--- config.mk ---
export PLATFORM = sky130hd
export DESIGN_NAME = fpu_issue_arbiter_flat
export DESIGN_NICKNAME = d
export VERILOG_FILES = /design/src/rtl/fpu_ctrl_pkg.sv /design/src/rtl/fpu_issue_arbiter_if.sv /design/src/rtl/fpu_tag_fifo.sv /design/src/rtl/fpu_issue_arbiter.sv /design/src/flat_wrapper.sv
export SDC_FILE = /design/constraint.sdc
export NUM_CORES = 1
export LEC_CHECK = 0
export BUFFER_PORTS_ARGS = -buffer_cell sky130_fd_sc_hd__buf_4
export CAP_MARGIN = 40
export CORE_MARGIN = 8
export CORE_UTILIZATION = 40
export CTS_BUF_LIST = sky130_fd_sc_hd__clkbuf_8
export DETAILED_ROUTE_END_ITERATION = 8
export GPL_TIMING_DRIVEN = 0
export HOLD_SLACK_MARGIN = 0.05
export MAX_ROUTING_LAYER = met4
export PLACE_DENSITY = 0.71
export SKIP_CTS_REPAIR_TIMING = 1
export SYNTH_ARGS = -nofsm -noshare
export SYNTH_HDL_FRONTEND = slang
export SYNTH_SLANG_ARGS = --single-unit
--- constraint.sdc ---
create_clock -name clk -period 6.55 [get_ports clk]
set_input_delay 0.655 -clock clk [delete_from_list [all_inputs] [get_ports clk]]
set_output_delay 0.655 -clock clk [all_outputs]
set_load 0.01 [all_outputs]
--- src/rtl/fpu_ctrl_pkg.sv ---
`default_nettype none
// ============================================================================
// Module   : fpu_ctrl_pkg
// Purpose  : Shared encodings for the FP add/sub issue arbiter: arbiter FSM
//            states, requester IDs, opcode values and a small one-hot helper.
// Ports    : none (package)
// Revision : 1.0 - initial release
// ============================================================================
package fpu_ctrl_pkg;

  typedef enum logic [1:0] {
    IDLE  = 2'd0,
    ISSUE = 2'd1,
    GAP   = 2'd2
  } state_t;

  localparam logic REQ_HOST = 1'b0;
  localparam logic REQ_ITER = 1'b1;

  localparam logic OP_ADD = 1'b0;
  localparam logic OP_SUB = 1'b1;

  // Requester ID to its bit in the 2-bit gnt/res_valid vectors.
  function automatic logic [1:0] req_onehot(input logic id);
    return (id == REQ_ITER) ? 2'b10 : 2'b01;
  endfunction

endpackage
`default_nettype wire

--- src/rtl/fpu_issue_arbiter_if.sv ---
`default_nettype none
// ============================================================================
// Module   : fpu_issue_arbiter_if
// Purpose  : Bundles the requester handshake, the pipeline issue/return bus
//            and the arbiter status outputs.
// Ports    : slave modport  - arbiter side (fpu_issue_arbiter)
//            master modport - requesters + pipeline side
//            req/a0/b0/sub0/a1/b1/sub1 -> gnt
//            pipe_init/pipe_a/pipe_b/pipe_sub  (to pipeline)
//            pipe_res_valid/pipe_res           (from pipeline)
//            res_valid/res, busy/inflight/err_underflow
// Revision : 1.0 - initial release
// ============================================================================
interface fpu_issue_arbiter_if #(
  parameter int W            = 32,
  parameter int MAX_INFLIGHT = 4
);
  localparam int INF_W = $clog2(MAX_INFLIGHT) + 1;

  logic [1:0]       req;
  logic [W-1:0]     a0;
  logic [W-1:0]     b0;
  logic             sub0;
  logic [W-1:0]     a1;
  logic [W-1:0]     b1;
  logic             sub1;
  logic [1:0]       gnt;

  logic             pipe_init;
  logic [W-1:0]     pipe_a;
  logic [W-1:0]     pipe_b;
  logic             pipe_sub;
  logic             pipe_res_valid;
  logic [W-1:0]     pipe_res;

  logic [1:0]       res_valid;
  logic [W-1:0]     res;
  logic             busy;
  logic [INF_W-1:0] inflight;
  logic             err_underflow;

  modport slave (
    input  req, a0, b0, sub0, a1, b1, sub1, pipe_res_valid, pipe_res,
    output gnt, pipe_init, pipe_a, pipe_b, pipe_sub,
    output res_valid, res, busy, inflight, err_underflow
  );

  modport master (
    output req, a0, b0, sub0, a1, b1, sub1, pipe_res_valid, pipe_res,
    input  gnt, pipe_init, pipe_a, pipe_b, pipe_sub,
    input  res_valid, res, busy, inflight, err_underflow
  );

endinterface
`default_nettype wire

--- src/rtl/fpu_tag_fifo.sv ---
`default_nettype none
// ============================================================================
// Module   : fpu_tag_fifo
// Purpose  : DEPTH-entry, 1-bit-wide synchronous FIFO holding the requester
//            ID of every issued-but-unreturned operation, oldest at the head.
// Ports    : clk, rst_n       - clock, async active-low reset
//            push, din        - enqueue din (ignored when full)
//            pop, dout        - dequeue head (ignored when empty); dout is
//                               the current head, valid when !empty
//            count            - occupancy 0..DEPTH
//            empty, full      - occupancy flags
// Revision : 1.0 - initial release
// ============================================================================
module fpu_tag_fifo #(
  parameter int DEPTH = 4
) (
  input  wire logic                     clk,
  input  wire logic                     rst_n,
  input  wire logic                     push,
  input  wire logic                     pop,
  input  wire logic                     din,
  output logic                          dout,
  output logic [$clog2(DEPTH):0]        count,
  output logic                          empty,
  output logic                          full
);

  localparam int AW = (DEPTH > 1) ? $clog2(DEPTH) : 1;
  localparam int CW = $clog2(DEPTH) + 1;

  logic [DEPTH-1:0] mem;
  logic [AW-1:0]    wr_ptr;
  logic [AW-1:0]    rd_ptr;
  logic [CW-1:0]    cnt;
  logic             do_push;
  logic             do_pop;

  function automatic logic [AW-1:0] next_ptr(input logic [AW-1:0] p);
    return (p == AW'(DEPTH - 1)) ? '0 : p + AW'(1);
  endfunction

  assign do_push = push && !full;
  assign do_pop  = pop && !empty;

  always_ff @(posedge clk or negedge rst_n) begin
    if (!rst_n) begin
      mem    <= '0;
      wr_ptr <= '0;
      rd_ptr <= '0;
      cnt    <= '0;
    end else begin
      if (do_push) begin
        mem[wr_ptr] <= din;
        wr_ptr      <= next_ptr(wr_ptr);
      end
      if (do_pop) begin
        rd_ptr <= next_ptr(rd_ptr);
      end
      // A simultaneous push and pop moves both pointers but leaves the count.
      case ({do_push, do_pop})
        2'b10:   cnt <= cnt + CW'(1);
        2'b01:   cnt <= cnt - CW'(1);
        default: cnt <= cnt;
      endcase
    end
  end

  assign dout  = mem[rd_ptr];
  assign count = cnt;
  assign empty = (cnt == '0);
  assign full  = (cnt == CW'(DEPTH));

endmodule
`default_nettype wire

--- src/rtl/fpu_issue_arbiter.sv ---
`default_nettype none
// ============================================================================
// Module   : fpu_issue_arbiter
// Purpose  : Shares the FP add/sub pipeline input stage between the host path
//            (requester 0) and the iterative unit (requester 1). Grants one
//            requester at a time round-robin, latches its operands, holds
//            pipe_init for HOLD_CYCLES of every ISSUE_CYCLES-long issue
//            period, and routes each returned result back to its issuer
//            using an in-order tag FIFO.
// Ports    : clk, rst_n - clock, async active-low reset
//            bus        - fpu_issue_arbiter_if.slave (requests/grants,
//                         pipeline issue and return, result and status)
// Revision : 1.0 - initial release
// ============================================================================
module fpu_issue_arbiter
  import fpu_ctrl_pkg::*;
#(
  parameter int W            = 32,
  parameter int ISSUE_CYCLES = 6,
  parameter int HOLD_CYCLES  = 3,
  parameter int MAX_INFLIGHT = 4
) (
  input  wire logic           clk,
  input  wire logic           rst_n,
  fpu_issue_arbiter_if.slave  bus
);

  localparam int PH_W  = $clog2(ISSUE_CYCLES);
  localparam int INF_W = $clog2(MAX_INFLIGHT) + 1;

  localparam logic [PH_W-1:0] PH_HOLD_LAST  = PH_W'(HOLD_CYCLES - 1);
  localparam logic [PH_W-1:0] PH_ISSUE_LAST = PH_W'(ISSUE_CYCLES - 1);

  state_t           state;
  state_t           state_nxt;
  logic [PH_W-1:0]  phase;        // cycles since the grant, minus one
  logic             rr_ptr;       // requester that wins a tie

  logic             grant_window;
  logic             can_accept;
  logic             grant;
  logic             winner;

  logic [W-1:0]     issue_a;
  logic [W-1:0]     issue_b;
  logic             issue_sub;

  logic [1:0]       res_valid_q;
  logic [W-1:0]     res_q;
  logic             err_q;

  logic [INF_W-1:0] tag_count;
  logic             tag_out;
  logic             tag_empty;
  logic             tag_full;

  // --------------------------------------------------------------------------
  // Grant decision: only in IDLE or the final GAP cycle, against the
  // registered occupancy (a same-cycle result does not open a slot).
  // rst_n is folded in so gnt stays low while reset is asserted.
  // --------------------------------------------------------------------------
  always_comb begin
    grant_window = (state == IDLE) || ((state == GAP) && (phase == PH_ISSUE_LAST));
    can_accept   = (tag_count < INF_W'(MAX_INFLIGHT));
    grant        = rst_n && grant_window && (|bus.req) && can_accept;

    if (bus.req[0] && bus.req[1]) begin
      winner = rr_ptr;
    end else if (bus.req[1]) begin
      winner = REQ_ITER;
    end else begin
      winner = REQ_HOST;
    end
  end

  // --------------------------------------------------------------------------
  // Arbiter FSM
  // --------------------------------------------------------------------------
  always_ff @(posedge clk or negedge rst_n) begin
    if (!rst_n) begin
      state <= IDLE;
    end else begin
      state <= state_nxt;
    end
  end

  always_comb begin
    state_nxt = state;
    case (state)
      IDLE: begin
        if (grant) begin
          state_nxt = ISSUE;
        end
      end
      ISSUE: begin
        if (phase == PH_HOLD_LAST) begin
          state_nxt = GAP;
        end
      end
      GAP: begin
        if (phase == PH_ISSUE_LAST) begin
          state_nxt = grant ? ISSUE : IDLE;
        end
      end
      default: state_nxt = IDLE;
    endcase
  end

  // Phase restarts at zero on the first ISSUE cycle after each grant, so the
  // whole period is tracked by one counter spanning ISSUE and GAP.
  always_ff @(posedge clk or negedge rst_n) begin
    if (!rst_n) begin
      phase <= '0;
    end else if (grant || (state == IDLE)) begin
      phase <= '0;
    end else begin
      phase <= phase + PH_W'(1);
    end
  end

  // Round-robin pointer and issue registers update only on a grant.
  always_ff @(posedge clk or negedge rst_n) begin
    if (!rst_n) begin
      rr_ptr    <= REQ_HOST;
      issue_a   <= '0;
      issue_b   <= '0;
      issue_sub <= OP_ADD;
    end else if (grant) begin
      rr_ptr    <= ~winner;
      issue_a   <= (winner == REQ_ITER) ? bus.a1   : bus.a0;
      issue_b   <= (winner == REQ_ITER) ? bus.b1   : bus.b0;
      issue_sub <= (winner == REQ_ITER) ? bus.sub1 : bus.sub0;
    end
  end

  // --------------------------------------------------------------------------
  // In-flight tag tracking and result routing
  // --------------------------------------------------------------------------
  fpu_tag_fifo #(
    .DEPTH (MAX_INFLIGHT)
  ) u_tag_fifo (
    .clk   (clk),
    .rst_n (rst_n),
    .push  (grant),
    .pop   (bus.pipe_res_valid),
    .din   (winner),
    .dout  (tag_out),
    .count (tag_count),
    .empty (tag_empty),
    .full  (tag_full)
  );

  // A result with no outstanding tag is dropped and flagged; res keeps its
  // previous value in that case.
  always_ff @(posedge clk or negedge rst_n) begin
    if (!rst_n) begin
      res_valid_q <= '0;
      res_q       <= '0;
      err_q       <= 1'b0;
    end else begin
      res_valid_q <= '0;
      if (bus.pipe_res_valid) begin
        if (tag_empty) begin
          err_q <= 1'b1;
        end else begin
          res_q       <= bus.pipe_res;
          res_valid_q <= req_onehot(tag_out);
        end
      end
    end
  end

  // --------------------------------------------------------------------------
  // Outputs
  // --------------------------------------------------------------------------
  assign bus.gnt           = grant ? req_onehot(winner) : 2'b00;
  assign bus.pipe_init     = (state == ISSUE);
  assign bus.pipe_a        = issue_a;
  assign bus.pipe_b        = issue_b;
  assign bus.pipe_sub      = issue_sub;
  assign bus.res_valid     = res_valid_q;
  assign bus.res           = res_q;
  assign bus.busy          = (state != IDLE) || (tag_count != '0) || tag_full;
  assign bus.inflight      = tag_count;
  assign bus.err_underflow = err_q;

endmodule
`default_nettype wire

--- src/flat_wrapper.sv ---
// flat-port wrapper written by rule: the top's interface ports become plain ports
module fpu_issue_arbiter_flat import fpu_ctrl_pkg::*;
#(
  parameter int W            = 32,
  parameter int ISSUE_CYCLES = 6,
  parameter int HOLD_CYCLES  = 3,
  parameter int MAX_INFLIGHT = 4
)
  (clk, rst_n, bus_req, bus_a0, bus_b0, bus_sub0, bus_a1, bus_b1, bus_sub1, bus_pipe_res_valid, bus_pipe_res, bus_gnt, bus_pipe_init, bus_pipe_a, bus_pipe_b, bus_pipe_sub, bus_res_valid, bus_res, bus_busy, bus_inflight, bus_err_underflow);
  fpu_issue_arbiter_if #(.W(W), .MAX_INFLIGHT(MAX_INFLIGHT)) bus_i ();
  input  wire logic clk;
  input  wire logic rst_n;
  input wire logic [$bits(bus_i.req)-1:0] bus_req;
  input wire logic [$bits(bus_i.a0)-1:0] bus_a0;
  input wire logic [$bits(bus_i.b0)-1:0] bus_b0;
  input wire logic [$bits(bus_i.sub0)-1:0] bus_sub0;
  input wire logic [$bits(bus_i.a1)-1:0] bus_a1;
  input wire logic [$bits(bus_i.b1)-1:0] bus_b1;
  input wire logic [$bits(bus_i.sub1)-1:0] bus_sub1;
  input wire logic [$bits(bus_i.pipe_res_valid)-1:0] bus_pipe_res_valid;
  input wire logic [$bits(bus_i.pipe_res)-1:0] bus_pipe_res;
  output wire logic [$bits(bus_i.gnt)-1:0] bus_gnt;
  output wire logic [$bits(bus_i.pipe_init)-1:0] bus_pipe_init;
  output wire logic [$bits(bus_i.pipe_a)-1:0] bus_pipe_a;
  output wire logic [$bits(bus_i.pipe_b)-1:0] bus_pipe_b;
  output wire logic [$bits(bus_i.pipe_sub)-1:0] bus_pipe_sub;
  output wire logic [$bits(bus_i.res_valid)-1:0] bus_res_valid;
  output wire logic [$bits(bus_i.res)-1:0] bus_res;
  output wire logic [$bits(bus_i.busy)-1:0] bus_busy;
  output wire logic [$bits(bus_i.inflight)-1:0] bus_inflight;
  output wire logic [$bits(bus_i.err_underflow)-1:0] bus_err_underflow;
  assign bus_i.req = bus_req;
  assign bus_i.a0 = bus_a0;
  assign bus_i.b0 = bus_b0;
  assign bus_i.sub0 = bus_sub0;
  assign bus_i.a1 = bus_a1;
  assign bus_i.b1 = bus_b1;
  assign bus_i.sub1 = bus_sub1;
  assign bus_i.pipe_res_valid = bus_pipe_res_valid;
  assign bus_i.pipe_res = bus_pipe_res;
  assign bus_gnt = bus_i.gnt;
  assign bus_pipe_init = bus_i.pipe_init;
  assign bus_pipe_a = bus_i.pipe_a;
  assign bus_pipe_b = bus_i.pipe_b;
  assign bus_pipe_sub = bus_i.pipe_sub;
  assign bus_res_valid = bus_i.res_valid;
  assign bus_res = bus_i.res;
  assign bus_busy = bus_i.busy;
  assign bus_inflight = bus_i.inflight;
  assign bus_err_underflow = bus_i.err_underflow;
  fpu_issue_arbiter #(.W(W), .ISSUE_CYCLES(ISSUE_CYCLES), .HOLD_CYCLES(HOLD_CYCLES), .MAX_INFLIGHT(MAX_INFLIGHT)) u_core (.clk(clk), .rst_n(rst_n), .bus(bus_i));
endmodule
# Word-level counts from Yosys, hierarchy flattened
# Cells that the tools add are included.
[word_totals] register_bits=117 wordCells=83 out_inout_bits=107
[classes] n_reduce_logical=23 addsub=5 bitwise_logic=2 eq_ne=12 n_lt_le_gt_ge=4 muxes=24
[ops] cell="32-bit two-way mux" n=2
[ops] cell="2-bit two-way mux" n=10
[ops] cell="2-bit == test, second input constant" n=4
[ops] cell="1-bit logical AND" n=8
[ops] cell="3-bit by 1-bit adder with 3-bit output, second input constant" n=2
[ops] cell="3-bit == test, second input constant" n=2
[ops] cell="2-bit by 3-bit < comparator with 1-bit output, second input constant" n=2
[ops] cell="1-bit two-way mux" n=6
[ops] cell="2-bit one-hot mux with 3 select lines" n=1
[ops] cell="3-bit one-hot mux with 2 select lines" n=1
[ops] cell="2-bit by 1-bit adder with 2-bit output, second input constant" n=2
[ops] cell="4-bit bitwise mux" n=1
[ops] cell="2-bit by 1-bit == test with 1-bit output, second input constant" n=2
[ops] cell="1-bit logical OR" n=4
[ops] cell="2-bit by 1-bit != test with 1-bit output, second input constant" n=2
[ops] cell="2-bit AND reduction" n=2
[ops] cell="2-bit nonzero test" n=2
[ops] cell="3-bit by 2-bit == test with 1-bit output, second input constant" n=1
[ops] cell="3-bit logical NOT" n=1
[ops] cell="3-bit < comparator, second input constant" n=1
[ops] cell="3-bit two-way mux" n=1
[ops] cell="3-bit AND reduction" n=1
[ops] cell="3-bit nonzero test" n=1
[ops] cell="3-bit by 1-bit subtractor with 3-bit output, second input constant" n=1
[ops] cell="8 further kinds" n=10

# Logic depth before layout (Yosys ltp)
# Gate-level depths: netlist of run 1.
[depth] word_depth=9 depth_mapped=14 depth_no_buf=11

# Hierarchy
# A second synthesis of run 1 with hierarchy kept.
[unflattened] cells_unflattened=548 area_unflattened_um2=5784.3
[modules_own_cells] module="fpu_issue_arbiter" cells_each=491 instances=1 area_per_inst_um2=5151.2
[modules_own_cells] module="fpu_tag_fifo" cells_each=57 instances=1 area_per_inst_um2=633.1

# Least setup slack after synthesis of run 1
# No wires, ideal clock.
[synth_path] path_kind="input -> register" start="in bus_req[1]" end="reg u_core.u_tag_fifo.cnt[2] (netlist: u_core.u_tag_fifo.count[2])" arrival_time_ns=2.466 setup_slack_ns=4.005 path_stages=12 setup_time_ns=0.079 path_cell_list="o21a_1 buf_4 and3_1 buf_2 buf_2 inv_1 ha_1 inv_1 fa_1 xor2_1 nor2_1 xor2_1"
[synth_between] elab_chain_cells=6 word_cells_on_any_way=8 classes_between="eq/ne (2); mux (1); reduce/logical (5)"
[synth_rtl] element="start: declaration" line_no="flat_wrapper.sv:13" source="input wire logic [$bits(bus_i.req)-1:0] bus_req;"
[synth_rtl] element="2-bit OR reduction *" line_no="fpu_issue_arbiter.sv:65" source="grant = rst_n && grant_window && (|bus.req) && can_accept;"
[synth_rtl] element="1-bit logical AND * (2 in series)" line_no="fpu_issue_arbiter.sv:65"
[synth_rtl] element="1-bit logical AND *" line_no="fpu_tag_fifo.sv:42" source="assign do_push = push && !full;"
[synth_rtl] element="2-bit by 1-bit == test with 1-bit output or 2-bit == test (tied branches)" line_no="fpu_tag_fifo.sv:60" source="case ({do_push, do_pop})"
[synth_rtl] element="3-bit one-hot mux with 2 select lines or 2-bit nonzero test (tied branches)"
[synth_rtl] element="end signal: assignment" line_no="fpu_tag_fifo.sv:61" source="2'b10: cnt <= cnt + CW'(1);"
[synth_rtl] element="end signal: assignment" line_no="fpu_tag_fifo.sv:62" source="2'b01: cnt <= cnt - CW'(1);"
[synth_rtl] element="end signal: assignment" line_no="fpu_tag_fifo.sv:63" source="default: cnt <= cnt;"
[synth_rtl] element="end: declaration" line_no="fpu_tag_fifo.sv:34" source="logic [CW-1:0] cnt;"
# Mark *: on every way between the ends. The rest lies on a longest branch, timed or not.
# A chain may end at the register's enable or synchronous reset.

# Worst setup path after layout of run 1
[layout_path] start="reg u_core.u_tag_fifo.cnt[2] (netlist: u_core.u_tag_fifo.count[2])" end="out bus_gnt[1]"
[layout_between] elab_chain_cells=3
[layout_rtl] element="3-bit < comparator" line_no="fpu_issue_arbiter.sv:64" source="can_accept = (tag_count < INF_W'(MAX_INFLIGHT));"
[layout_rtl] element="1-bit logical AND" line_no="fpu_issue_arbiter.sv:65"
[layout_rtl] element="2-bit two-way mux" line_no="fpu_issue_arbiter.sv:176" source="assign bus.gnt = grant ? req_onehot(winner) : 2'b00;"
[layout_rtl] element="end: declaration" line_no="flat_wrapper.sv:22" source="output wire logic [$bits(bus_i.gnt)-1:0] bus_gnt;"
# No other way between the ends.

==> results of run 1 <==
power breakdown:
| group | switching, mW | internal (mW) |
|---|---|---|
| Sequential | 0.228 | 1.06 |
| Combinational | 0.920 | 0.837 |
| Clock | 0.294 | 0.383 |
| Total | 1.44 | 2.28 |
area by class of cell:
class	instances	area (um2)
Buffer	71	340
Clock buffer	18	248
Clock inverter	13	160
Fill cell	1272	5820
Inverter	16	60.1
Multi-Input combinational cell	348	2450
Sequential cell	117	2930
Tap cell	184	230
Timing Repair Buffer	274	2080
sequential cells by signal, indices dropped and copies added, names as in the netlist:
signal and count:
u_core.bus.pipe_a 32, u_core.bus.pipe_b 32, u_core.bus.res 32, u_core.u_tag_fifo.mem 4, u_core.phase 3, u_core.u_tag_fifo.count 3
u_core.bus.res_valid 2, u_core.state 2, u_core.u_tag_fifo.rd_ptr 2, u_core.u_tag_fifo.wr_ptr 2, u_core.bus.err_underflow 1, u_core.bus.pipe_sub 1
u_core.rr_ptr 1
worst max-delay path, delay by kind of cell (launching register included):
family | cells | cell delay [ns]
buffers and inverters | 4 | 0.63
DFF | 1 | 0.44
and+or+nand+nor | 3 | 0.99
per-stage QoR:
| stage | cell area, um2 | utilization, % |
|---|---|---|
| after floorplan | 5780 | - |
| after global placement | 8060 | 56.3 |
| after CTS | 8500 | 59.4 |
| after detailed placement | 8090 | 56.5 |
| final | 8500 | 59.4 |
| after global routing | 8500 | 59.4 |
final timing paths:
check	startpoint	endpoint
worst max register to register	u_core.u_tag_fifo.count[2]$_DFFE_PN0P_	u_core.u_tag_fifo.count[1]$_DFFE_PN0P_
worst min-delay path	rst_n	u_core.bus.res[15]$_DFFE_PN0N_
worst max-delay path	u_core.u_tag_fifo.count[2]$_DFFE_PN0P_	bus_gnt[1]
max in group asynchronous	rst_n	u_core.bus.pipe_b[28]$_DFFE_PN0P_
min in group clk	bus_pipe_res_valid	u_core.bus.err_underflow$_DFFE_PN0P_
worst min register to register	u_core.bus.err_underflow$_DFFE_PN0P_	u_core.bus.err_underflow$_DFFE_PN0P_
cells by family after synthesis:
group,share of synthesized area (%)
AO/OA/AOI/OAI,30.4
flip-flops,50.6
buffers and inverters,6.92
multiplexers,7.47
AND/OR/NAND/NOR,1.62
adder cells (fa/ha/maj),2.29
XOR/XNOR,0.606
cells in the final DEF (no fill, tap or decap), types with 2 or more instances in the layout:
| cell | count |
|---|---|
| dfrtp_1 | 117 |
| buf_6 | 6 |
| nor2_1 | 8 |
| nand2_1 | 2 |
| bufinv_16 | 3 |
| buf_4 | 276 |
| clkbuf_8 | 18 |
| clkbuf_1 | 47 |
| a21o_1 | 2 |
| clkinvlp_4 | 3 |
| o21ai_0 | 68 |
| o211ai_1 | 65 |
| mux2_2 | 35 |
| inv_1 | 17 |
| a41oi_1 | 4 |
| ha_1 | 9 |
| xnor2_1 | 2 |
| nor3_1 | 5 |
| nor2b_1 | 3 |
| buf_2 | 14 |
| a31o_2 | 4 |
| a31oi_1 | 130 |
| clkinv_4 | 3 |
| xor2_1 | 2 |
cells in the mapped netlist (all sizes together):
| master | n | area [um2] |
|---|---|---|
| o31ai | 1 | 7.51 |
| and3 | 1 | 6.26 |
| a41oi | 4 | 35.0 |
| nand2 | 2 | 7.51 |
| o21a | 1 | 7.51 |
| nor2b | 3 | 18.8 |
| a21bo | 1 | 10.0 |
| fa | 1 | 20.0 |
| inv | 16 | 60.1 |
| a21o | 2 | 15.0 |
| mux4 | 1 | 22.5 |
| o211ai | 65 | 488 |
| buf | 24 | 164 |
| a31oi | 130 | 813 |
| o2bb2ai | 1 | 8.76 |
| nor3 | 5 | 25.0 |
| xnor2 | 2 | 17.5 |
| dfrtp | 117 | 2930 |
| xor2 | 2 | 17.5 |
| a31o | 4 | 35.0 |
| mux2 | 36 | 409 |
| nand2b | 1 | 6.26 |
| clkbuf | 47 | 176 |
| o21ai | 68 | 340 |
| nor2 | 8 | 30.0 |
| ha | 9 | 113 |
layer usage:
metal | track usage (%) | vias to the layer above | wire length (um)
met1 | 27.5 | 2866 | 8510
li1 | - | 2724 | -
met2 | 34.4 | 318 | 9510
met4 | 8.79 | 0 | 552
met3 | 4.80 | 41 | 1610
met5 | - | - | 0
==> metrics, run 1 <==
Row Count=44; crit path time final=3.16 ns; Max Root-Sink Buffers=2; relative max-transition margin=a little under half; part of the Yosys area used for sequential elements=about half; Max Cap Viol=0; Final Power=approximately 3.7 mW; Synth Instances=~550; die area=around 0.019 mm2; Clock Sinks=117; die width=~140 um; H-tree levels=4; Clock Tree Root=clkbuf_8; Worst setup SP type=flop; path depth of the worst reg2reg path=9; RSZ-0062 raised after global routing=false; Tcrit/Tclk final=roughly half; Synth Register Bits=between 100 and 150; Synth cell types=31; CP Class=flop to output pin; worst-margin pin slew=0.794 ns; critical path arrival=approximately 2.5 ns; largest net degree at the start of global routing=70; final non-filler cell total=roughly 1,000; Pleak=3.72 nW; vias in the first global route=6,161; Post-DP HPWL=between 15,000 and 20,000 um; Peak VDD IR=~0.00019 V; share of layout cells above drive strength 1=43.1%; Final #Nets=~1,000; # IOs=~270; Inst Count DP=a little over 1,000; Mean Syn Cell Area=roughly 10 um2; DR vias=5,949; status=finished clean; number of remaining DRC errors=0; Setup TNS Final=0 ns; Buffers on Ports=273; Slew Viols, Final=0; peak fanout along the critical path=10; Reg2Reg Setup Slack=~3.8 ns; Via density=5.71; initial core utilization=40.4%; Post-Syn Nets=~730; DR pass1 iterations=5; achievable frequency=approximately 320 MHz; Power Dens Cells=438 mW/mm2; gr ovfl total=0; CP Cell Sequence=nor2_1, and3_1, buf_2, buf_2, inv_1, nor2_1, buf_4; diodes inserted=0; HP Class=input pin to async pin; antenna violations before repair=0; total track usage=between 20 and 25%; Max Clock Skew=0.0117 ns; Post-Route WL=~20,000 um; Final Hold Fails=0; CTS tree=yes; CTS Buf Count=17; Detail Route Antenna Nets=0; WP data required=roughly 5.9 ns; Avg WL per Cell=between 15 and 20 um; critical path's slowest cell=nor2_1; cell area after synthesis=0.00578 mm2; Setup crit end kind=output pin; Setup-failing EPs final=0; area grow syn2layout=47.0%; Clock Latency Late Sink=between 0.4 and 0.5 ns; die height=approximately 140 um; final hold slack=about 0.26 ns; first-pass GRT wire length=31,600 um; DR iter-0 viols=about 400; Placer Congestion=around 0.85; core area=0.0143 mm2; yosys warns=0; Clk pin slew, worst setup/hold paths=~0.070 ns; final worst slack=approximately 3.4 ns; worst slack, placed=around 3.3 ns; Crit path largest cell delay=approximately 0.64 ns
Power figures use the tool's default switching activity.
==> run 2: changes to the inputs <==
--- a/config.mk
+++ b/config.mk
@@ -5,6 +5,7 @@
 export SDC_FILE = /design/constraint.sdc
 export NUM_CORES = 1
 export LEC_CHECK = 0
+export ABC_AREA = 1
 export BUFFER_PORTS_ARGS = -buffer_cell sky130_fd_sc_hd__buf_4
 export CAP_MARGIN = 40
 export CORE_MARGIN = 8
@@ -14,7 +15,7 @@
 export GPL_TIMING_DRIVEN = 0
 export HOLD_SLACK_MARGIN = 0.05
 export MAX_ROUTING_LAYER = met4
-export PLACE_DENSITY = 0.71
+export PLACE_DENSITY = 0.74
 export SKIP_CTS_REPAIR_TIMING = 1
 export SYNTH_ARGS = -nofsm -noshare
 export SYNTH_HDL_FRONTEND = slang
==> constraint.sdc (replaced) <==
create_clock -name clk -period 2.62 [get_ports clk]
set_input_delay 0.262 -clock clk [delete_from_list [all_inputs] [get_ports clk]]
set_output_delay 0.262 -clock clk [all_outputs]
set_load 0.01 [all_outputs]
==> run 2 against run 1 <==
Non-clock buffer count fell by 3. Synthesized area fell by 3.7%. Hold slack got worse by 0.15 ns. Utilization rose by 3.7 points. Final area rose by 1.8%. Final cell count rose by 22%. Largest cell class unchanged. Largest power group unchanged.
==> metrics, run 2 <==
die width=between 100 and 150 um; critical path arrival=~2.8 ns; critical path's slowest cell=dfrtp_1; share of layout cells above drive strength 1=31.1%; area leader, netlist=dfrtp_1; WP buf/inv=3; achievable frequency=about 410 MHz; delay-heaviest family, CP=adder cells; yosys warns=0; most frequent CP cell=nand2_1; part of the Yosys area used for sequential elements=about 53%; clock share of power=roughly a fifth; Pleak=between 5 and 6 nW; RSZ-0062 raised after global routing=false; first-pass GRT wire length=around 30,000 um; Clock Tree Root=clkbuf_8; Final Hold Fails=0; total track usage=a little over a fifth; EDFF count, synth=0; Synth cell types=24; crit path time final=2.41 ns; sw frac=37.5%; hold path depth=3; Clock Sinks=roughly 120; Mean Syn Cell Area=7.46 um2; relative max-transition margin=47.2%; Max Clock Skew=~0.018 ns; Max Root-Sink Buffers=2; DR iter-0 viols=~270; WP data required=between 2 and 3 ns; Via density=about 4.5; area grow syn2layout=55.4%; Synth Register Bits=about 120; status=finished clean; gr ovfl total=0; Clock Latency Late Sink=approximately 0.43 ns; peak fanout along the critical path=10; Setup crit end kind=flop; Row Count=43; Worst setup SP type=flop; HP Class=input pin to flop; Simple-Gate Fraction of Synth Area=between 30% and 40%; Synth Area in XOR/XNOR=0.472%; CP Cell Sequence=ha_1, nand2_1, nand2_1, buf_2, nand2_2, buf_6, ha_1, inv_1, fa_1, nor2_1, nor2_1, nand2_1, xor2_1; most frequent cells in the layout=523 x nand2_1, 273 x buf_4, 117 x dfrtp_1; Setup-failing EPs final=0; Placer Congestion=0.802; Crit path largest cell delay=approximately 0.4 ns; commonest cells in the netlist=523 x nand2_1, 117 x dfrtp_1, 20 x inv_1; Reg2Reg Setup Slack=about 0.21 ns; portion of netlist area occupied by mux cells=0%; synthesized-area fraction occupied by adder cells=~2.4%; DR vias=5,751; Slew Viols, Final=0; largest net degree at the start of global routing=81; Avg WL per Cell=approximately 16 um; Max Cap Viol=0; Buffers on Ports=roughly 270; Post-Route WL=about 20,000 um; Detail Route Antenna Nets=0; Final #Nets=1,249; Clk pin slew, worst setup/hold paths=around 0.070 ns; net switching power=~3.2 mW; Peak VDD IR=a little under 0.0004 V; die height=134 um; core area=around 0.014 mm2; number of remaining DRC errors=0; CP Class=flop to flop; Int Pwr=between 5 and 6 mW; Critical Path Stages=13; most common cell in the synthesized netlist=nand2_1; CTS Buf Count=17; Setup TNS Final=0 ns; final core area utilization=between 60 and 70%; die area=0.0179 mm2; Power Dens Cells=just under 1000 mW/mm2; cell area after synthesis=~0.0056 mm2; Synth Flop Type=dfrtp_1; largest family of logic cells by synthesized area=simple AND/OR/NAND/NOR gates; worst-margin pin slew=a little under 0.8 ns; async set-or-reset flop fraction in the synthesized netlist=100%; vias in the first global route=5,772; Post-DP HPWL=14,600 um; initial core utilization=about 40%; # IOs=around 270; antenna violations before repair=1; post-synthesis compound-gate area fraction=less than 1%; Synth Instances=between 700 and 800; CTS tree=yes; Post-Syn Nets=roughly 920; H-tree levels=4; Tcrit/Tclk final=92.1%; leading cell type in the layout, fill and taps excluded=nand2_1; combinational power share=42.8%; path depth of the worst reg2reg path=13; top-area cell type share of the netlist area=~53%; Flop pwr share=a little over a third; DR pass1 iterations=5; synth top area cells=dfrtp_1 53%, nand2_1 35%, buf_6 2.0%
[run 2: changes by cell type after synthesis, sizes merged, moves of 8 or more]
cell    previous run  this run
a31oi            130         0
clkbuf            47        10
mux2              36         0
nand2              2       525
nand4              0        10
nor2               8        16
o211ai            65         2
o21ai             68         3
[run 2: final timing paths]
path / startpoint / end
max: u_core.phase[0]$_DFF_PN0_ / u_core.u_tag_fifo.count[2]$_DFFE_PN0P_
min: bus_pipe_res_valid / u_core.bus.err_underflow$_DFFE_PN0P_
max reg2reg: u_core.phase[0]$_DFF_PN0_ / u_core.u_tag_fifo.count[2]$_DFFE_PN0P_
min reg2reg: u_core.u_tag_fifo.mem[1]$_DFFE_PN0P_ / u_core.u_tag_fifo.mem[1]$_DFFE_PN0P_
max in group asynchronous: rst_n / u_core.bus.pipe_b[19]$_DFFE_PN0P_
min in group asynchronous: rst_n / u_core.bus.res[28]$_DFFE_PN0N_
[run 2: tightest hold or removal path, delay by kind of cell]
family | cells | cell delay, ns
buf+inv | 2 | 0.16
compound gates | 1 | 0.06
[run 2: final cells by class]
type / count / area (um2)
repair buffers: 307 / 2420
well taps: 180 / 225
multi-input cells: 573 / 2330
fillers: 1221 / 5070
diodes: 1 / 2.50
inverters: 21 / 78.8
clock inverters: 14 / 186
flip-flops and latches: 117 / 2930
plain buffers: 35 / 226
clock buffers: 18 / 248
[run 2: cell families after synthesis]
family / Yosys count
simple gates: 552
flops: 117
buf+inv: 56
fa+ha+maj: 10
compound gates: 8
xor+xnor: 3
[run 2: power groups by stage]
| stage | sequential [mW] | combinational (mW) | clock (mW) |
|---|---|---|---|
| 2_1_floorplan | 3.29 | 1.45 | 0 |
| 3_3_place_gp | 3.01 | 3.54 | 0 |
| 3_5_place_dp | 3.04 | 3.61 | 0 |
| 4_1_cts | 3.03 | 3.62 | 1.85 |
| 5_1_grt | 3.12 | 4.04 | 1.93 |
| 6_report | 3.03 | 3.61 | 1.80 |
[run 2: layer usage]
| metal | wire length, um | track usage (%) |
|---|---|---|
| met5 | 0 | - |
| met4 | 262 | 5.80 |
| met3 | 1630 | 8.23 |
| met2 | 9410 | 34.8 |
| met1 | 8370 | 25.5 |
[run 2: through the flow]
stage	instance area [um2]	cells	setup slack, ns	hold slack (ns)	total power, mW
after global placement	7840	1199	-0.633	0.456	6.55
after CTS	8310	1232	0.189	-0.274	8.49
after global routing	8650	1266	0.0205	0.0614	9.09
final	8650	1266	0.207	0.106	8.44
after detailed placement	7870	1200	0.198	0.194	6.65
after floorplan	5570	746	0.458	-0.0336	4.74
==> run 3: changes to the inputs <==
--- a/config.mk
+++ b/config.mk
@@ -7,7 +7,8 @@
 export LEC_CHECK = 0
 export ABC_AREA = 1
 export BUFFER_PORTS_ARGS = -buffer_cell sky130_fd_sc_hd__buf_4
-export CAP_MARGIN = 40
+export CAP_MARGIN = 20
+export CORE_ASPECT_RATIO = 0.6
 export CORE_MARGIN = 8
 export CORE_UTILIZATION = 40
 export CTS_BUF_LIST = sky130_fd_sc_hd__clkbuf_8
@@ -15,7 +16,7 @@
 export GPL_TIMING_DRIVEN = 0
 export HOLD_SLACK_MARGIN = 0.05
 export MAX_ROUTING_LAYER = met4
-export PLACE_DENSITY = 0.74
+export PLACE_DENSITY = 0.84
 export SKIP_CTS_REPAIR_TIMING = 1
 export SYNTH_ARGS = -nofsm -noshare
 export SYNTH_HDL_FRONTEND = slang
==> run 3 against run 2 <==
Register-to-register slack hardly changed. Sequential power hardly changed. Largest power group unchanged. Final cell count is 1.3% lower. Hold slack worse by 0.054 ns. Global-route usage is 1.3 points lower. Critical path depth is 2 lower. Via count is 0.10% lower. Clock skew is 0.0040 ns lower.
==> metrics, run 3 (synthesis gave the netlist of run 2 again) <==
worst slack, placed=-0.269 ns; CTS tree=yes; Reg-to-Reg End=u_core.u_tag_fifo.count[2]$_DFFE_PN0P_; vias in the first global route=roughly 5,700; die width=around 170 um; H-tree levels=4; gr ovfl total=0; Placer Congestion=approximately 0.85; worst-margin pin slew=between 0.4 and 0.5 ns; Clk pin slew, worst setup/hold paths=0.07 ns; Clock Sinks=117; Setup-failing EPs final=0; Clock Latency Late Sink=about 0.41 ns; initial core utilization=40.9%; peak fanout along the critical path=10; fill count=~1,200; Max Clock Skew=between 0.01 and 0.015 ns; hold_sp=bus_pipe_res[15]; Avg WL per Cell=roughly 15 um; CTS Buf Count=17; status=finished clean; share of layout cells above drive strength 1=about a third; total track usage=between 20% and 30%; path depth of the worst reg2reg path=12; WP data required=~2.4 ns; Max Cap Viol=0; first-pass GRT wire length=between 20,000 and 30,000 um; DR pass1 iterations=5; Post-Route WL=approximately 19,000 um; Reg2Reg Setup Slack=around 0.2 ns; Power Dens Cells=about 960 mW/mm2; number of remaining DRC errors=0; relative max-transition margin=slightly below 70%; crit path time final=about 2.4 ns; final worst slack=between 0.15 and 0.2 ns; Clock Tree Root=clkbuf_8; Final Hold Fails=0; Worst setup endpoint=bus_gnt[0]; Max Root-Sink Buffers=2; Via density=~4.6; CP Class=input pin to output pin; Pleak=4.99 nW; HP Class=input pin to flop; Tcrit/Tclk final=92.7%; area grow syn2layout=53.5%; leading cell type in the layout, fill and taps excluded=nand2_1; Buffers on Ports=~270; die area=around 0.018 mm2; Row Count=33; Slew Viols, Final=0; achievable frequency=between 400 and 500 MHz; diodes inserted=0; final hold slack=slightly above 0.05 ns; most frequent cells in the layout=523 x nand2_1, 273 x buf_4, 117 x dfrtp_1; Final #Nets=about 1,200; DR iter-0 viols=331; launch point of the critical path=rst_n; Inst Count DP=1,195; die height=~110 um; Worst setup SP type=input pin; DR vias=roughly 5,700; critical path arrival=about 2.2 ns; RSZ-0062 raised after global routing=false; largest net degree at the start of global routing=64; Post-DP HPWL=14,300 um; # IOs=around 270; Setup crit end kind=output pin; core area=around 0.014 mm2; Detail Route Antenna Nets=0; final non-filler cell total=between 1,000 and 1,500; FF-to-FF Start=u_core.u_tag_fifo.count[2]$_DFFE_PN0P_; antenna violations before repair=0; Peak VDD IR=between 0.0004 and 0.0005 V
run 3: cell types whose count changed in the layout (fill, tap and decap cells not counted):
cell,before,now
buf_16,1,4
clkbuf_8,18,21
nand2_4,0,1
diode_2,1,0
nand2_2,2,1
bufinv_16,4,1
buf_6,11,10
dlygate4sd3_1,32,21
clkinv_4,3,1
clkinv_2,2,3
inv_1,22,21
run 3: layout make-up:
type | instances | area (um2) | area share (%)
Timing Repair Buffer | 298 | 2380 | 27.9
Clock inverter | 9 | 80.1 | 0.937
Inverter | 21 | 78.8 | 0.923
Clock buffer | 21 | 289 | 3.38
Multi-Input combinational cell | 573 | 2340 | 27.4
Buffer | 35 | 226 | 2.65
Sequential cell | 117 | 2930 | 34.3
Tap cell | 175 | 219 | 2.56
run 3: power breakdown:
group / internal, mW / leakage, nW / switching (mW) / total [mW]
registers: 2.55 / 1.46 / 0.486 / 3.04
logic: 1.66 / 3.34 / 1.92 / 3.58
clock network: 0.833 / 0.187 / 0.718 / 1.55
total: 5.05 / 4.99 / 3.13 / 8.17
run 3: worst min-delay path by stage:
stage	end	depth (start not counted)	slack [ns]
final	u_core.bus.res[15]$_DFFE_PN0N_	3	0.05
after global routing	u_core.bus.res[15]$_DFFE_PN0N_	3	0.03
after CTS	u_core.bus.res[1]$_DFFE_PN0N_	1	-0.20
after detailed placement	u_core.bus.res[1]$_DFFE_PN0N_	1	0.26
after global placement	u_core.bus.res[12]$_DFFE_PN0N_	3	0.46
after floorplan	u_core.bus.err_underflow$_DFFE_PN0P_	0	-0.03
run 3: per-stage QoR:
step	area, um2	setup TNS [ns]	power (mW)	utilization (%)
after CTS	8240	0	8.20	60.4
after global routing	8540	0	8.79	62.7
after floorplan	5570	0	4.74	-
after global placement	7840	-12.40	6.51	57.5
after detailed placement	7870	-0.508	6.62	57.7
final	8540	0	8.17	62.7
run 3: critical path, stage by stage:
cell           delay [ns]
dlygate4sd3_1        0.58
buf_12               0.13
buf_16               0.11
inv_1                0.06
nor2_4               0.15
nand2_1              0.08
nor2_2               0.30
buf_6                0.21
nand2_1              0.08
inv_1                0.07
buf_4                0.12
run 3: metal layers:
layer  track usage [%]  wire length [um]
met5                 -                 0
met4              4.50               147
met3              6.33              1390
met2              33.7              9080
met1              24.8              8270
